==> config.mk <==
export PLATFORM = sky130hd
export DESIGN_NAME = imem_loader
export DESIGN_NICKNAME = d
export VERILOG_FILES = /design/src/rtl/imem_loader.sv
export SDC_FILE = /design/constraint.sdc
export NUM_CORES = 1
export LEC_CHECK = 0
export CORE_MARGIN = 2
export CORE_UTILIZATION = 50
export DETAILED_ROUTE_END_ITERATION = 10
export DONT_BUFFER_PORTS = 1
export PLACE_DENSITY = 0.68
export SYNTH_ARGS = -nofsm -noshare
export SYNTH_HDL_FRONTEND = slang
export SYNTH_SLANG_ARGS = --single-unit
==> constraint.sdc <==
create_clock -name clk -period 2.9 [get_ports clk]
set_clock_uncertainty 0.2 [all_clocks]
set_input_delay 0.58 -clock clk [delete_from_list [all_inputs] [get_ports clk]]
set_output_delay 0.58 -clock clk [all_outputs]
set_load 0.005 [all_outputs]
==> src/rtl/imem_loader.sv <==
// rtl/imem_loader.sv - boot-time byte-stream loader for the instruction memory write port
//
// Stream: LEN_LO, LEN_HI (N lines, 1..512), 16*N data bytes, XOR checksum byte.
// Ports:
//   clk, reset        clock and synchronous active-high reset
//   start             begin a load (honoured in IDLE, DONE, ERR only)
//   rx_data/rx_valid  incoming byte and its valid flag
//   rx_ready          byte accepted this cycle when rx_valid is also high
//   imem_addr         line address (line counter)
//   imem_wdata        assembled 128-bit line, byte k at bits [8k+7:8k]
//   imem_we           one-cycle write strobe per line
//   busy              load in progress (HDR0 through CSUM)
//   done              one-cycle pulse after a good checksum
//   err               bad length or checksum, held until start or reset
module imem_loader (
  input  logic         clk,
  input  logic         reset,
  input  logic         start,
  input  logic [7:0]   rx_data,
  input  logic         rx_valid,
  output logic         rx_ready,
  output logic [8:0]   imem_addr,
  output logic [127:0] imem_wdata,
  output logic         imem_we,
  output logic         busy,
  output logic         done,
  output logic         err
);

  localparam int INSN_LEN = 32;
  localparam int LINE_W   = 4 * INSN_LEN;

  typedef enum logic [2:0] {
    S_IDLE, S_HDR0, S_HDR1, S_DATA, S_WRITE, S_CSUM, S_DONE, S_ERR
  } state_t;

  state_t              r_state;
  state_t              w_next;
  logic [9:0]          r_len;
  logic [8:0]          r_line;
  logic [3:0]          r_byte;
  logic [7:0]          r_csum;
  logic [LINE_W-1:0]   r_buf;

  logic                w_accept;
  logic [15:0]         w_hdr_n;
  logic                w_len_ok;
  logic                w_last_line;

  assign w_accept    = rx_valid && rx_ready;
  // Full 16-bit header value so that any nonzero high bits are caught as too long.
  assign w_hdr_n     = {rx_data, r_len[7:0]};
  assign w_len_ok    = (w_hdr_n != 16'd0) && (w_hdr_n <= 16'd512);
  // r_len >= 1 whenever this is used, so the subtraction never underflows.
  assign w_last_line = ({1'b0, r_line} == (r_len - 10'd1));

  // State register
  always_ff @(posedge clk) begin
    if (reset) r_state <= S_IDLE;
    else       r_state <= w_next;
  end

  // Next-state logic
  always_comb begin
    w_next = r_state;
    case (r_state)
      S_IDLE:  if (start) w_next = S_HDR0;
      S_DONE:  w_next = start ? S_HDR0 : S_IDLE;
      S_ERR:   if (start) w_next = S_HDR0;
      S_HDR0:  if (w_accept) w_next = S_HDR1;
      S_HDR1:  if (w_accept) w_next = w_len_ok ? S_DATA : S_ERR;
      S_DATA:  if (w_accept && (r_byte == 4'd15)) w_next = S_WRITE;
      S_WRITE: w_next = w_last_line ? S_CSUM : S_DATA;
      S_CSUM:  if (w_accept) w_next = (rx_data == r_csum) ? S_DONE : S_ERR;
      default: w_next = S_IDLE;
    endcase
  end

  // Outputs decoded from the registered state only
  always_comb begin
    rx_ready = 1'b0;
    imem_we  = 1'b0;
    busy     = 1'b0;
    done     = 1'b0;
    err      = 1'b0;
    case (r_state)
      S_HDR0, S_HDR1, S_DATA, S_CSUM: begin
        rx_ready = 1'b1;
        busy     = 1'b1;
      end
      S_WRITE: begin
        imem_we = 1'b1;
        busy    = 1'b1;
      end
      S_DONE:  done = 1'b1;
      S_ERR:   err  = 1'b1;
      default: ;
    endcase
  end

  assign imem_addr  = r_line;
  assign imem_wdata = r_buf;

  // Datapath: length, counters, line buffer and running checksum
  always_ff @(posedge clk) begin
    if (reset) begin
      r_len  <= '0;
      r_line <= '0;
      r_byte <= '0;
      r_csum <= '0;
      r_buf  <= '0;
    end else begin
      case (r_state)
        S_HDR0: if (w_accept) r_len <= {2'b00, rx_data};
        S_HDR1: if (w_accept) begin
          r_len  <= w_hdr_n[9:0];
          r_line <= '0;
          r_byte <= '0;
          r_csum <= '0;
        end
        S_DATA: if (w_accept) begin
          r_buf[{r_byte, 3'b000} +: 8] <= rx_data;
          r_csum <= r_csum ^ rx_data;
          r_byte <= r_byte + 4'd1;
        end
        S_WRITE: begin
          r_byte <= '0;
          if (!w_last_line) r_line <= r_line + 9'd1;
        end
        default: ;
      endcase
    end
  end

endmodule

==> results_dict.tcl <==
set metrics [dict create \
    status "finished, final reports clean" \
    syn_inst 759 \
    syn_avg_cell_area_sq_um 9.10 \
    fin_tns_setup_ps 0 \
    crit_arrival_ps 2970 \
    final_antenna_net_count 0 \
    final-max-slew-violation-count 0 \
    ys_warn_count 0 \
    hold_end "imem_addr[1]$_SDFFE_PP0P_" \
    antenna_cells 0 \
    synth_top_family_by_area "simple AND/OR/NAND/NOR gates" \
    netlist_area_sq_mm 0.00691 \
    cts-root-buf "clkbuf_16" \
    setup_ws_ps 95.9 \
    synth_top_cell_area_share 0.469 \
    viasPerCell 5.70 \
    synthMuxAreaShare 0.167 \
    ctsHtreeMaxLevel 4 \
    hold_start "reset" \
    io_buffers 0 \
    r2r_cells 8 \
    leakage_nw 3.36 \
    cts.sinks 162 \
    synthSimpleGateAreaFrac 0.212 \
    reg2reg_to "imem_addr[2]$_SDFFE_PP0P_" \
    ff2ff_setup_slack_ps 100 \
    clkLatencyLatePin_ps 420 \
    synth_commonest_cells "dfxtp_1 (162), nor2_1 (137), mux2i_1 (114)" \
    min_period_over_period 0.967 \
    cts_tree "done" \
    synth_flop_cell "dfxtp_1" \
    finalHoldViolCount 0 \
    dp_slack_ps 28.1 \
    core_sq_mm 0.0133 \
    startpoint_type "flop" \
    maxCapViolCount 0 \
    crit_path_max_fanout 8 \
    hpwl_microns 12100 \
    synth_top_area_cell "dfxtp_1" \
    criticalPathCategory "flop to flop" \
    synthTopCellsByArea "dfxtp_1 (47%), mux2i_1 (17%), nor2_1 (7.4%)" \
    drc 0 \
    clk_pin_slew_worst_paths_ps 60 \
    synth_most_common_cell "dfxtp_1" \
    min_path_type "primary input to flop" \
    drtIter0Drc 379 \
    grt_max_degree 158 \
    r2r_start "r_len[0]$_SDFFE_PP0P_" \
    num_rows 42 \
    antenna_found_initial 0 \
    fin_cells 933 \
    grt_usage 0.240 \
    final_area_sq_mm 0.00769 \
    placed_cell_area_sq_mm 0.00704 \
    max_slew_margin 0.646 \
    die_area_sq_mm 0.0148 \
    tightest_slew_ps 530 \
    dr.pass1.iters 5 \
    fin_crit_ps 2800 \
    io-pin-count 154 \
    vias 5322 \
    rsz0062_at_grt "false" \
    grt_pass1_vias 5221 \
    wl_microns 17400 \
    gp_congestion 0.817 \
    max-vdd-ir-drop_uv 392 \
    wl_per_cell_microns 18.7 \
    synth_fa_ha_area_frac 0.0109 \
    ys_ff_latch 162 \
    synth_xor_area_frac 0.0317 \
    grt_pass1_wl_microns 27600 \
    syn_to_final_growth_pct 11.4 \
    critPathRequiredTime_ps 3060 \
    post_route_cells_drive_above_1_share 0.0819 \
    hold_depth 1 \
    dp.cells 899 \
    fp.dieH_microns 122 \
    setup_viol 0 \
    cp-end-kind "flop" \
    cts_buffers 17 \
    clk_path_buf_depth 2 \
    async_flop_share 0 \
    p_per_area_mw_per_mm2 644 \
    fmaxAchievable_ghz 0.357 \
    synth_edf_count 0 \
    ys_seq_area_frac 0.469 \
    synth_nets 777 \
    synth-compound-area-share 0.0764 \
    dieWidth_microns 122 \
    power_w 0.00495 \
    initial_utilization 0.518 \
    synth_cell_types 53 \
    fin_nets 762 \
    grt-ovfl-total 0 \
]
## logic make-up after synthesis
logic type               count (synthesis)
AO/OA/AOI/OAI                           85
XOR/XNOR                                25
adder cells (fa/ha/maj)                  6
buffers and inverters                   58
flip-flops                             162
multiplexers                           115
AND/OR/NAND/NOR                        308
## metal layers
metal	up-vias	GRT usage	wire, microns
met5	-	0	0
met4	0	0.0726	248
met3	20	0.0974	1640
met2	181	0.394	8520
met1	2543	0.290	7020
li1	2578	-	-
## critical path, stage by stage (launching register included)
cell and delay (ps):
dfxtp_1 350, or4_4 590, or2_0 230, a31o_1 240, o21ai_4 190, nor3_4 70, buf_4 170, or4_2 610
nand2_1 90
## sequential cells by signal (all words and copies together) (netlist names)
signal and count:
r_byte 4, imem_wdata 128, r_len 10, r_state 3
r_csum 8, imem_addr 9
## cell usage in the layout, fill, tap and decap left out, types with 8 or more instances in the layout
cell and n:
dfxtp_1 162, nor2_1 137, mux2i_1 114, nand2_1 61
a21oi_1 46, nand3_1 20, xnor2_1 17, clkbuf_16 17
buf_4 16, nor3_1 14, and3_1 14, o21ai_0 13
and2_1 10, nand3b_1 10, inv_1 8, xor2_1 8
## per-stage QoR
step | utilization | hold WS (ps)
3_5_place_dp | 0.527 | 273
5_1_grt | 0.576 | 11.6
4_1_cts | 0.575 | 20.0
2_1_floorplan | - | 253
3_3_place_gp | 0.527 | 267
6_report | 0.576 | 30.2
## worst max path at each step
stage | startpoint | to | slack [ps] | depth (start not counted)
5_1_grt | r_len[0]$_SDFFE_PP0P_ | imem_addr[6]$_SDFFE_PP0P_ | 9 | 8
3_3_place_gp | r_len[0]$_SDFFE_PP0P_ | imem_addr[6]$_SDFFE_PP0P_ | 120 | 7
6_report | r_len[0]$_SDFFE_PP0P_ | imem_addr[2]$_SDFFE_PP0P_ | 100 | 8
3_5_place_dp | r_len[0]$_SDFFE_PP0P_ | imem_addr[6]$_SDFFE_PP0P_ | 30 | 7
2_1_floorplan | r_byte[0]$_SDFFE_PP0P_ | imem_wdata[100]$_SDFFE_PP0P_ | 200 | 8
4_1_cts | r_len[0]$_SDFFE_PP0P_ | imem_addr[6]$_SDFFE_PP0P_ | 20 | 7
## what timing repair did
action                                  in CTS  in global routing
gates resized for setup                      0                  1
endpoints found under the setup margin       0                  9
hold buffers                                 0                  0
buffers inserted                             0                  2
## final cells by class
| type | count | area, sq um |
|---|---|---|
| clock buffers | 21 | 460 |
| repair buffers | 16 | 120 |
| well taps | 176 | 220 |
| fillers | 1188 | 5650 |
| clock inverters | 11 | 178 |
| inverters | 8 | 30.0 |
| multi-input cells | 539 | 3440 |
| flip-flops and latches | 162 | 3240 |
## power by group
group | switching, W | internal [W] | leakage, nW | total (W)
logic | 0.000178 | 0.000124 | 1.74 | 0.000303
registers | 0.0000228 | 0.00224 | 1.31 | 0.00227
clock network | 0.000889 | 0.00150 | 0.312 | 0.00239
total | 0.00109 | 0.00386 | 3.36 | 0.00495
No activity file was read; power rests on OpenSTA's default activity.
